**src/rtl/calc_pkg.sv**
```systemverilog
// Shared types for the calculator issue controller: opcodes, command and
// result records, and the default calculator latency.
package calc_pkg;

    typedef enum logic [1:0] {
        OP_SUM = 2'b00,
        OP_SUB = 2'b01,
        OP_MUL = 2'b10,
        OP_DIV = 2'b11
    } calc_op_e;

    typedef struct packed {
        calc_op_e   func;
        logic [7:0] a;
        logic [7:0] b;
    } calc_cmd_t;

    typedef struct packed {
        logic [15:0] data;
        logic        div0;
    } calc_res_t;

    localparam int unsigned LATENCY_BLOCK_DEF = 2;
    localparam int unsigned CMD_W             = $bits(calc_cmd_t);
    localparam int unsigned RES_W             = $bits(calc_res_t);

    // A divide whose divisor is zero; the calculator saturates these.
    function automatic logic is_div0(input calc_op_e func, input logic [7:0] b);
        return (func == OP_DIV) && (b == 8'h00);
    endfunction

endpackage

```
**src/rtl/calc_sync_fifo.sv**
```systemverilog
// Single-clock FIFO with full/empty/count; a pop frees the slot for a
// same-cycle push, so a full FIFO accepts push+pop together.
module calc_sync_fifo #(
    parameter  int unsigned WIDTH = 8,
    parameter  int unsigned DEPTH = 4,
    localparam int unsigned AW    = $clog2(DEPTH)
) (
    input  logic             clk,
    input  logic             rst_n,
    input  logic             i_push,
    input  logic [WIDTH-1:0] i_wdata,
    input  logic             i_pop,
    output logic [WIDTH-1:0] o_rdata,
    output logic             o_full,
    output logic             o_empty,
    output logic [AW:0]      o_count
);

    logic [WIDTH-1:0] r_mem [DEPTH];
    logic [AW-1:0]    r_wptr;
    logic [AW-1:0]    r_rptr;
    logic [AW:0]      r_count;
    logic             w_push;
    logic             w_pop;

    assign o_empty = (r_count == '0);
    assign o_full  = (r_count == (AW+1)'(DEPTH));
    assign o_count = r_count;
    assign o_rdata = r_mem[r_rptr];
    assign w_pop   = i_pop && !o_empty;
    assign w_push  = i_push && (!o_full || w_pop);

    // Storage write, pointer advance and occupancy tracking.
    always_ff @(posedge clk or negedge rst_n) begin
        if (!rst_n) begin
            for (int unsigned i = 0; i < DEPTH; i++) begin
                r_mem[i] <= '0;
            end
            r_wptr  <= '0;
            r_rptr  <= '0;
            r_count <= '0;
        end else begin
            if (w_push) begin
                r_mem[r_wptr] <= i_wdata;
                r_wptr        <= r_wptr + 1'b1;
            end
            if (w_pop) begin
                r_rptr <= r_rptr + 1'b1;
            end
            unique case ({w_push, w_pop})
                2'b10:   r_count <= r_count + 1'b1;
                2'b01:   r_count <= r_count - 1'b1;
                default: r_count <= r_count;
            endcase
        end
    end

endmodule

```
**src/rtl/calc_issue_ctrl.sv**
```systemverilog
// Credit-based issue controller: queues commands, drives the fixed-latency
// calculator one operation per cycle, and captures results in order.
module calc_issue_ctrl
    import calc_pkg::*;
#(
    parameter int unsigned LATENCY_BLOCK = LATENCY_BLOCK_DEF,
    parameter int unsigned CMD_DEPTH     = 4,
    parameter int unsigned RES_DEPTH     = 4
) (
    input  logic        clk,
    input  logic        rst_n,
    input  logic        cmd_valid,
    output logic        cmd_ready,
    input  logic [1:0]  cmd_func,
    input  logic [7:0]  cmd_a,
    input  logic [7:0]  cmd_b,
    output logic [1:0]  function_in,
    output logic [7:0]  dat_a_in,
    output logic [7:0]  dat_b_in,
    input  logic [15:0] out,
    output logic        res_valid,
    input  logic        res_ready,
    output logic [15:0] res_data,
    output logic        res_div0,
    output logic [15:0] sat_cnt
);

    localparam int unsigned CAW = $clog2(CMD_DEPTH);
    localparam int unsigned RAW = $clog2(RES_DEPTH);

    // command side
    logic             r_rdy;
    calc_cmd_t        w_cmd_in;
    calc_cmd_t        w_cmd_head;
    logic [CMD_W-1:0] w_cmd_rdata;
    logic             w_cmd_push;
    logic             w_cmd_full;
    logic             w_cmd_empty;
    logic [CAW:0]     w_cmd_count;

    // result side
    calc_res_t        w_res_in;
    calc_res_t        w_res_head;
    logic [RES_W-1:0] w_res_rdata;
    logic             w_res_pop;
    logic             w_res_full;
    logic             w_res_empty;
    logic [RAW:0]     w_res_count;

    // issue / drive / latency pipe
    logic [4:0]               r_inflight;
    logic [5:0]               w_used;
    logic [5:0]               w_limit;
    logic                     w_issue;
    calc_op_e                 r_func;
    logic [7:0]               r_a;
    logic [7:0]               r_b;
    logic                     r_drv_v;
    logic                     w_drv_z;
    logic [LATENCY_BLOCK-1:0] r_pipe_v;
    logic [LATENCY_BLOCK-1:0] r_pipe_z;
    logic                     w_cap;
    logic                     w_cap_z;
    logic [15:0]              r_sat;
    logic                     w_unused;

    assign w_cmd_in   = '{func: calc_op_e'(cmd_func), a: cmd_a, b: cmd_b};
    assign w_cmd_head = calc_cmd_t'(w_cmd_rdata);
    assign w_cmd_push = cmd_valid && cmd_ready;
    assign cmd_ready  = r_rdy && !w_cmd_full;

    calc_sync_fifo #(
        .WIDTH (CMD_W),
        .DEPTH (CMD_DEPTH)
    ) u_cmd_fifo (
        .clk     (clk),
        .rst_n   (rst_n),
        .i_push  (w_cmd_push),
        .i_wdata (w_cmd_in),
        .i_pop   (w_issue),
        .o_rdata (w_cmd_rdata),
        .o_full  (w_cmd_full),
        .o_empty (w_cmd_empty),
        .o_count (w_cmd_count)
    );

    // A result popped this cycle releases its slot before any capture that
    // the current issue could cause, so it counts as a credit already; this
    // keeps a continuous stream bubble-free while never overfilling.
    assign w_res_pop = res_ready && !w_res_empty;
    assign w_used    = 6'(w_res_count) + 6'(r_inflight);
    assign w_limit   = 6'(RES_DEPTH) + 6'(w_res_pop);
    assign w_issue   = !w_cmd_empty && (w_used < w_limit);

    assign w_drv_z = r_drv_v && is_div0(r_func, r_b);
    assign w_cap   = r_pipe_v[LATENCY_BLOCK-1];
    assign w_cap_z = r_pipe_z[LATENCY_BLOCK-1];

    assign w_res_in   = '{data: out, div0: w_cap_z};
    assign w_res_head = calc_res_t'(w_res_rdata);

    calc_sync_fifo #(
        .WIDTH (RES_W),
        .DEPTH (RES_DEPTH)
    ) u_res_fifo (
        .clk     (clk),
        .rst_n   (rst_n),
        .i_push  (w_cap),
        .i_wdata (w_res_in),
        .i_pop   (w_res_pop),
        .o_rdata (w_res_rdata),
        .o_full  (w_res_full),
        .o_empty (w_res_empty),
        .o_count (w_res_count)
    );

    assign res_valid   = !w_res_empty;
    assign res_data    = res_valid ? w_res_head.data : '0;
    assign res_div0    = res_valid && w_res_head.div0;
    assign sat_cnt     = r_sat;
    assign function_in = r_func;
    assign dat_a_in    = r_a;
    assign dat_b_in    = r_b;

    assign w_unused = ^{w_cmd_count, w_res_full};

    // cmd_ready opens on the first clock edge after reset release.
    always_ff @(posedge clk or negedge rst_n) begin
        if (!rst_n) begin
            r_rdy <= 1'b0;
        end else begin
            r_rdy <= 1'b1;
        end
    end

    // Register the FIFO head onto the calculator for exactly one cycle per issue.
    always_ff @(posedge clk or negedge rst_n) begin
        if (!rst_n) begin
            r_func  <= OP_SUM;
            r_a     <= '0;
            r_b     <= '0;
            r_drv_v <= 1'b0;
        end else if (w_issue) begin
            r_func  <= w_cmd_head.func;
            r_a     <= w_cmd_head.a;
            r_b     <= w_cmd_head.b;
            r_drv_v <= 1'b1;
        end else begin
            r_func  <= OP_SUM;
            r_a     <= '0;
            r_b     <= '0;
            r_drv_v <= 1'b0;
        end
    end

    // Track each drive cycle through the calculator latency with its div0 tag.
    always_ff @(posedge clk or negedge rst_n) begin
        if (!rst_n) begin
            r_pipe_v <= '0;
            r_pipe_z <= '0;
        end else begin
            r_pipe_v[0] <= r_drv_v;
            r_pipe_z[0] <= w_drv_z;
            for (int unsigned i = 1; i < LATENCY_BLOCK; i++) begin
                r_pipe_v[i] <= r_pipe_v[i-1];
                r_pipe_z[i] <= r_pipe_z[i-1];
            end
        end
    end

    // Operations issued but not yet captured into the result FIFO.
    always_ff @(posedge clk or negedge rst_n) begin
        if (!rst_n) begin
            r_inflight <= '0;
        end else begin
            unique case ({w_issue, w_cap})
                2'b10:   r_inflight <= r_inflight + 1'b1;
                2'b01:   r_inflight <= r_inflight - 1'b1;
                default: r_inflight <= r_inflight;
            endcase
        end
    end

    // Saturating count of captured divide-by-zero results.
    always_ff @(posedge clk or negedge rst_n) begin
        if (!rst_n) begin
            r_sat <= '0;
        end else if (w_cap && w_cap_z && (r_sat != 16'hFFFF)) begin
            r_sat <= r_sat + 1'b1;
        end
    end

    a_no_res_overflow: assert property (@(posedge clk) disable iff (!rst_n)
        !(w_cap && w_res_full && !w_res_pop));

endmodule

```
**config.mk**
```make
export PLATFORM = sky130hd
export DESIGN_NAME = calc_issue_ctrl
export DESIGN_NICKNAME = d
export VERILOG_FILES = /design/src/rtl/calc_pkg.sv /design/src/rtl/calc_sync_fifo.sv /design/src/rtl/calc_issue_ctrl.sv
export SDC_FILE = /design/constraint.sdc
export NUM_CORES = 1
export LEC_CHECK = 0
export BUFFER_PORTS_ARGS = -buffer_cell sky130_fd_sc_hd__buf_2
export CAP_MARGIN = 20
export CORE_ASPECT_RATIO = 0.6
export CORE_MARGIN = 2
export CORE_UTILIZATION = 55
export DETAILED_ROUTE_END_ITERATION = 10
export HOLD_SLACK_MARGIN = 0.03
export PLACE_DENSITY = 0.87
export SKIP_CTS_REPAIR_TIMING = 1
export SYNTH_ARGS = -nofsm -noshare
export SYNTH_HDL_FRONTEND = slang
export SYNTH_SLANG_ARGS = --single-unit
```
**constraint.sdc**
```tcl
create_clock -name clk -period 6.2 [get_ports clk]
set_input_delay 0.62 -clock clk [delete_from_list [all_inputs] [get_ports clk]]
set_output_delay 0.62 -clock clk [all_outputs]
set_load 0.005 [all_outputs]
```
==> impl_metrics.toml, run 1 <==
[placed_design]
port_buffers = 90
dpl_cell_area_um2 = 9470
dp_hpwl_um = 11700
gp_congestion = 0.728
dp.cells = 853
dpl_worst_slack_ns = 2.13

[clocking]
cts_tree = "yes"
clkSinkCount = 199
cts_buffers = 17
cts_buffer_depth = 2
insertion_delay_ns = 0.44
cts-root-buf = "clkbuf_16"
clk_pin_slew_worst_paths_ns = 0.08
htreeDepth = 4

[synth]
synthArstFlopShare = 1.00
ys.flop_type = "dfrtp_1"
yosysWarningCount = 0
synth_cell_types = 41
avgSynthCellArea_um2 = 15.3
netlist_instances = 580
synth_edf_count = 0
ys_ff_latch = 199
syn_nets = 640
ys_seq_area_frac = 0.562
syn-cell-area_um2 = 8860

[floorplan]
die_area_um2 = 17200
rows = 35
num_io_pins = 91
core_area_um2 = 15500
fp.dieH_um = 102
fp.dieW_um = 168
initial_utilization = 0.570

[sta]
hold_violations = 0
fin_crit_ns = 4.13
setup_tns_ns = 0
period_share = 0.667
fin_skew_ns = 0.0161
fin_ws_ns = 2.07
maxClockFrequency_mhz = 242
tightest_slew_ns = 0.978
rsz0062_at_grt = "no"
setup_violations = 0
slew_headroom = 0.348
drv_slew = 0

[routing]
via_per_inst = 5.73
ant_nets = 0
drt_iter0_markers = 257
drt-wirelength-per-cell_um = 20.1
wl_um = 17800
vias = 5078
firstDrtPassIters = 4
drc = 0

[worst_hold_path]
hold_class = "input port to async pin"

[power]
p_sw_frac = 0.325
power_mw = 5.33
pwr-share-seq = 0.425
p_comb_frac = 0.366
clkPwrFrac = 0.210
p_sw_mw = 1.73
ir_worst_vdd_v = 0.000204
power.internal_mw = 3.60
power_leakage_nw = 4.69
power_density_nw_per_um2 = 527

[setup_path]
critPathMaxFanout = 21
crit_chain = "ha_1 -> inv_1 -> fa_1 -> nand2b_1 -> a2111oi_2 -> nor4_1 -> or4_4 -> ha_1 -> fa_1 -> a21o_1 -> a21oi_1 -> xor2_1 -> nor2_1 -> xor2_1"
startpoint_type = "register"
startpoint = "u_res_fifo.o_count[0]"
critPathRequiredTime_ns = 6.51
crit_path_end_kind = "register"
crit_arrival_ns = 4.45
slowest_stage = "or4_4"
slowest_delay_ns = 0.62
rr_worst_depth = 14
r2r_slack_ns = 2.07
reg2reg_from = "u_res_fifo.o_count[0]"
cp_top_family = "adder cells"
r2r_end = "r_inflight[4]"
setup.worst_path.class = "register to register"
cp_num_buf_inv = 1

[grt]
grt_start_max_net_pins = 118
grt-ovfl-total = 0
grt_pass1_vias = 5538
antenna_found_initial = 1
grt_usage = 0.222
grt_first_pass_wirelength_um = 29000

[layout]
final_common_cell = "dfrtp_1"
design_area_um2 = 10100
fin_cells = 886
fillerInstances = 1070
layout_common_cells = "199 x dfrtp_1, 143 x mux2_2, 89 x buf_2, 35 x mux4_2, 22 x xnor2_1"
drive_above_1_share = 0.473
diodes = 0
synthToLayoutAreaGrowth_pct = 14.2
nNetsFinal = 730

[flow_run]
maxCapViolCount = 0

[status]
outcome = "completed"
-- cell usage after synthesis, drive strengths merged, types with 4 or more instances --
library cell	instances	area, um2
mux4	35	788
inv	14	52.6
nand2	19	91.3
xor2	8	70.1
nand3	6	30.0
nand4	6	37.5
ha	18	225
clkbuf	7	26.3
nor2	6	22.5
buf	16	103
xnor2	23	209
mux2	143	1610
dfrtp	199	4980
nor2b	18	130
and2	18	113
and3	4	25.0
fa	4	80.1
o21ai	4	20.0
-- registers in the layout (all words and copies together), names as in the netlist --
name and count:
u_cmd_fifo.r_mem 72, u_res_fifo.r_mem 68, sat_cnt 16, dat_a_in 8
dat_b_in 8, r_inflight 5, u_cmd_fifo.o_count 3, u_res_fifo.o_count 3
function_in 2, r_pipe_v 2, r_pipe_z 2, u_cmd_fifo.r_rptr 2
u_cmd_fifo.r_wptr 2, u_res_fifo.r_rptr 2, u_res_fifo.r_wptr 2, r_drv_v 1
r_rdy 1
-- worst register-to-register path, cell delays in order (launching register included) --
cell	delay (ns)
dfrtp_1	0.47
ha_1	0.22
inv_1	0.06
fa_1	0.48
nand2b_1	0.09
a2111oi_2	0.33
nor4_1	0.12
or4_4	0.62
ha_1	0.37
fa_1	0.44
a21o_1	0.19
a21oi_1	0.18
xor2_1	0.21
nor2_1	0.08
xor2_1	0.15
-- cells by family (layout without fill, tap and decap cells) --
group / count (synthesis) / count (layout) / synth area share
AOI/OAI and AO/OA: 18 / 18 / 0.0150
xor gates and xnor gates: 31 / 31 / 0.0315
adders and majority gates: 22 / 22 / 0.0345
buffers and inverters: 37 / 140 / 0.0205
DFF: 199 / 199 / 0.562
muxes: 179 / 179 / 0.272
other: 1 / 1 / 0.000423
and+or+nand+nor: 93 / 93 / 0.0641
-- per-stage QoR --
step	hold slack, ns	util
2_1_floorplan	0.324	-
3_3_place_gp	0.334	0.609
3_5_place_dp	0.336	0.609
4_1_cts	0.357	0.649
5_1_grt	0.372	0.651
6_report	0.311	0.651
-- routing by layer --
| layer | vias up | track usage | wire [um] |
|---|---|---|---|
| li1 | 2269 | - | - |
| met1 | 2662 | 0.297 | 8210 |
| met2 | 127 | 0.375 | 8660 |
| met3 | 18 | 0.0426 | 706 |
| met4 | 2 | 0.0736 | 194 |
| met5 | - | 0 | 13 |
-- worst max path at each step --
stage                                to  slack (ns)  depth (start not counted)
after floorplan           r_inflight[4]        2.53                         15
after global placement    r_inflight[4]        2.32                         14
after detailed placement  r_inflight[4]        2.13                         14
after CTS                 r_inflight[4]        2.09                         14
after global routing      r_inflight[4]        1.89                         14
final                     r_inflight[4]        2.07                         14
-- power groups by stage --
| stage | Combinational, mW | Clock (mW) | Sequential [mW] |
|---|---|---|---|
| 6_report | 1.95 | 1.12 | 2.26 |
| 5_1_grt | 2.13 | 1.19 | 2.33 |
| 4_1_cts | 1.97 | 1.13 | 2.26 |
| 3_5_place_dp | 1.93 | 0 | 2.27 |
| 3_3_place_gp | 1.83 | 0 | 2.21 |
| 2_1_floorplan | 1.54 | 0 | 2.10 |
-- layout make-up --
cell class	count	area (um2)	area share
Sequential cell	199	4980	0.492
Clock buffer	18	439	0.0434
Inverter	14	52.6	0.00520
Timing Repair Buffer	94	509	0.0504
Multi-Input combinational cell	344	3700	0.366
Clock inverter	14	181	0.0179
Tap cell	203	254	0.0251
No activity file was read; power rests on OpenSTA's default activity.
==> run 2, diff against run 1 <==
==> constraint.sdc (replaced) <==
create_clock -name clk -period 3.85 [get_ports clk]
set_input_delay 0.385 -clock clk [delete_from_list [all_inputs] [get_ports clk]]
set_output_delay 0.385 -clock clk [all_outputs]
set_load 0.005 [all_outputs]
==> run 2 against run 1 <==
  * Final cell count rose by 0.90%
  * Largest cell class unchanged
  * Critical path type unchanged
  * Sequential power is 62% higher
  * Sequential cell count did not move
  * Setup slack worse by 1.9 ns
  * Via count is 2.3% higher
  * Global-route usage grew 0.36 points
  * Die area unchanged
==> impl_metrics.toml, run 2 (same netlist as run 1, synthesis figures left out) <==
[status]
outcome = "completed"

[sta]
fin_ws_ns = 0.165
hold_violations = 0
slew_headroom = 0.327
tightest_slew_ns = 1.01
period_share = 0.957
maxClockFrequency_mhz = 271
drv_slew = 0
fin_crit_ns = 3.69
setup_violations = 0
fin_skew_ns = 0.0124

[routing]
drc = 0
via_per_inst = 5.81
drt-wirelength-per-cell_um = 20.6
ant_nets = 0
wl_met1_um = 8210
wl_um = 18400
wl_met2_um = 9170
vias = 5193
met3_length_um = 831
firstDrtPassIters = 4
drt_iter0_markers = 286
dr.max_layer_used = "met5"

[placed_design]
dp.cells = 856
gp_congestion = 0.770
dp_hpwl_um = 12200
dpl_worst_slack_ns = 0.0842
port_buffers = 90
dpl_cell_area_um2 = 9490

[floorplan]
die_area_um2 = 17200
initial_utilization = 0.570
rows = 35
num_io_pins = 91
fp.dieW_um = 168
core_area_um2 = 15500
fp.dieH_um = 102

[clocking]
clk_pin_slew_worst_paths_ns = 0.08
cts_buffers = 17
cts-root-buf = "clkbuf_16"
htreeDepth = 4
cts_buffer_depth = 2
insertion_delay_ns = 0.43
cts_tree = "yes"
clkSinkCount = 199

[power]
power_density_nw_per_um2 = 857
power_mw = 8.73
ir_worst_vdd_v = 0.000363
power_leakage_nw = 4.73

[layout]
final_common_cell = "dfrtp_1"
largest_register_ffs = 72
design_area_um2 = 10200
nNetsFinal = 738
layout_common_cells = "196 x dfrtp_1, 143 x mux2_2, 89 x buf_2, 35 x mux4_2, 22 x xnor2_1"
fin_util = 0.655
synthToLayoutAreaGrowth_pct = 14.9
diodes = 0
largest_register = "u_cmd_fifo.r_mem"
fin_cells = 894
drive_above_1_share = 0.483

[grt]
grt_pass1_vias = 5662
grt_usage = 0.226
antenna_found_initial = 1
grt_first_pass_wirelength_um = 29600
grt_start_max_net_pins = 129
grt-ovfl-total = 0

[setup_path]
crit_arrival_ns = 3.99
setup.worst_path.class = "register to register"
crit_path_end_kind = "register"
critPathMaxFanout = 5
critPathRequiredTime_ns = 4.16
startpoint_type = "register"

[worst_hold_path]
hold_class = "input port to register"

[flow_run]
maxCapViolCount = 0
run 2: critical path, stage by stage, from the launching register on:
cell	delay, ns
dfrtp_2	0.41
ha_1	0.17
inv_1	0.05
fa_1	0.47
nand2b_1	0.09
a2111oi_2	0.37
nor4_1	0.14
or4_4	0.44
ha_2	0.25
fa_1	0.43
a21o_1	0.21
a21oi_1	0.16
xor2_1	0.17
nor2_1	0.07
xor2_1	0.14
run 2: path summary, 6_finish.rpt:
kind                                       start                   end  slack (ns)  cells past startpoint
max                        u_res_fifo.o_count[0]         r_inflight[4]        0.16                     14
min                                     cmd_b[3]   u_cmd_fifo.r_mem[3]        0.23                      2
max reg2reg                u_res_fifo.o_count[0]         r_inflight[4]        0.16                     14
min reg2reg                          r_pipe_v[0]           r_pipe_v[1]        0.35                      0
max in group asynchronous                  rst_n  u_res_fifo.r_mem[58]        2.34                      4
min in group asynchronous                  rst_n   u_res_fifo.r_mem[1]        0.37                      2
run 2: metrics by stage:
step | setup TNS [ns] | hold slack [ns]
3_5_place_dp | 0 | 0.337
2_1_floorplan | 0 | 0.0894
4_1_cts | 0 | 0.172
3_3_place_gp | 0 | 0.336
5_1_grt | -0.0171 | 0.219
6_report | 0 | 0.228
run 2: layout make-up:
cell class	count	area (um2)
Timing Repair Buffer	102	572
Clock inverter	15	194
Multi-Input combinational cell	344	3700
Sequential cell	199	4980
Inverter	14	52.6
Fill cell	1062	5370
Tap cell	203	254
Clock buffer	17	425
run 2: power breakdown:
part	switching (mW)	total, mW	internal (mW)
combinational	1.32	3.25	1.93
sequential	0.652	3.67	3.01
clock	0.918	1.82	0.898
run 2: metal layers:
layer | vias up | global-route usage
met5 | - | 0
met4 | 2 | 0.0709
met3 | 21 | 0.0461
met2 | 145 | 0.379
met1 | 2746 | 0.303
li1 | 2279 | -
==> run 3, diff against run 2 <==
--- a/config.mk
+++ b/config.mk
@@ -5,7 +5,7 @@
 export SDC_FILE = /design/constraint.sdc
 export NUM_CORES = 1
 export LEC_CHECK = 0
-export BUFFER_PORTS_ARGS = -buffer_cell sky130_fd_sc_hd__buf_2
+export BUFFER_PORTS_ARGS = -buffer_cell sky130_fd_sc_hd__clkbuf_2
 export CAP_MARGIN = 20
 export CORE_ASPECT_RATIO = 0.6
 export CORE_MARGIN = 2
==> run 3 against run 2 <==
  * Hold slack lost 0.19 ns
  * Count of clock-buffer cells in the layout is the same
  * Total power is essentially flat
  * Clock skew is essentially flat
  * Setup slack lost 0.12 ns
  * Core utilization shrank 0.072 points
  * Critical path depth is the same
  * Register-to-register slack lost 0.12 ns
  * Cell area shrank 0.11%
  * Highest routed layer unchanged
==> impl_metrics.toml, run 3 (same netlist as run 1, synthesis figures left out) <==
[status]
outcome = "completed"

[sta]
tightest_slew_ns = 0.944
fin_skew_ns = 0.0125
maxClockFrequency_mhz = 263
drv_slew = 0
slew_headroom = 0.371
setup_violations = 0
finalHoldWorstSlack_ns = 0.0410
period_share = 0.987
fin_crit_ns = 3.80
hold_violations = 0
fin_ws_ns = 0.0492

[power]
power_density_nw_per_um2 = 859
p_sw_frac = 0.331
power_leakage_nw = 4.69
ir_worst_vdd_v = 0.000379
pwr-share-seq = 0.417
p_sw_mw = 2.89
p_comb_frac = 0.375
clkPwrFrac = 0.208
power.internal_mw = 5.84

[floorplan]
rows = 35
fp.dieW_um = 168
num_io_pins = 91
fp.dieH_um = 102
core_area_um2 = 15500
initial_utilization = 0.570
die_area_um2 = 17200

[routing]
drt_iter0_markers = 376
wl_um = 18200
drc = 0
drt-wirelength-per-cell_um = 20.4
ant_nets = 0
via_per_inst = 5.85
firstDrtPassIters = 4
vias = 5214

[placed_design]
dp_hpwl_um = 12000
gp_congestion = 0.787
port_buffers = 90
dpl_worst_slack_ns = 0.0256

[setup_path]
setup.worst_path.class = "register to register"
crit_chain = "ha_1 -> inv_1 -> fa_1 -> nand2b_1 -> a2111oi_4 -> nor4_2 -> or4_4 -> ha_2 -> fa_1 -> a21o_1 -> a21oi_1 -> xor2_1 -> nor2_1 -> xor2_1"
startpoint_type = "register"
cp_num_buf_inv = 1
crit_arrival_ns = 4.11
cp_top_family = "adder cells"
critPathRequiredTime_ns = 4.16
slowest_delay_ns = 0.50
critPathMaxFanout = 5
slowest_stage = "fa_1"
crit_path_end_kind = "register"

[layout]
final_common_cell = "dfrtp_1"
multi_input_area_um2 = 3720
diodes = 0
layout_common_cells = "197 x dfrtp_1, 143 x mux2_2, 89 x clkbuf_2, 35 x mux4_2, 22 x xnor2_1"
largest_register_ffs = 72
seq_area_um2 = 4980
nNetsFinal = 735
synthToLayoutAreaGrowth_pct = 14.8
fillerInstances = 1058
drive_above_1_share = 0.484
fin_util = 0.654
largest_register = "u_cmd_fifo.r_mem"

[clocking]
cts_buffers = 17
cts-root-buf = "clkbuf_16"
cts_tree = "yes"
clkSinkCount = 199
cts_buffer_depth = 2
htreeDepth = 4
clk_pin_slew_worst_paths_ns = 0.08
insertion_delay_ns = 0.43

[grt]
antenna_found_initial = 1
grt_usage = 0.220
grt-ovfl-total = 0
grt_pass1_vias = 5568
grt_start_max_net_pins = 110
grt_first_pass_wirelength_um = 28900

[flow_run]
maxCapViolCount = 0

[worst_hold_path]
hold_class = "input port to async pin"
## run 3: power groups by stage
stage	logic, mW	clock network, mW	registers (mW)
global placement	2.96	0	3.57
finish	3.27	1.82	3.64
global route	3.54	1.94	3.74
floorplan	2.49	0	3.38
CTS	3.20	1.85	3.63
detailed placement	3.17	0	3.67
## run 3: area by class of cell
type                       instances  share of cell area
clock buffer                      17              0.0418
clock inverter                    15              0.0188
inverter                          14             0.00517
multi-input combinational        344               0.366
sequential                       199               0.490
tap                              203              0.0250
timing repair buffer              99              0.0530
## run 3: layer usage
metal  vias up  global-route usage  part of all wire  wire length, um
met3        25              0.0430             0.040              719
met4         2              0.0776             0.014              259
met5         -                   0           0.00071               13
li1       2277                   -                 -                -
met1      2783               0.302              0.46             8380
met2       127               0.358              0.48             8820
## run 3: final timing paths
check / startpoint / endpoint / slack [ns] / depth (start not counted)
min in group clk: cmd_b[3] / u_cmd_fifo.r_mem[21] / 0.23 / 2
worst min register to register: r_pipe_v[0] / r_pipe_v[1] / 0.36 / 0
max in group asynchronous: rst_n / u_res_fifo.r_mem[34] / 2.88 / 2
worst max-delay path: u_res_fifo.o_count[0] / r_inflight[4] / 0.05 / 14
worst min-delay path: rst_n / u_res_fifo.r_mem[1] / 0.04 / 1
worst max register to register: u_res_fifo.o_count[0] / r_inflight[4] / 0.05 / 14
## run 3: stage by stage
| step | instance area [um2] | instances | power (mW) | setup TNS, ns |
|---|---|---|---|---|
| final | 10200 | 891 | 8.73 | 0 |
| after global routing | 10200 | 891 | 9.22 | -0.108 |
| after CTS | 10100 | 887 | 8.69 | -0.0250 |
| after global placement | 9490 | 855 | 6.53 | 0 |
| after floorplan | 8860 | 580 | 5.87 | 0 |
| after detailed placement | 9490 | 855 | 6.84 | 0 |
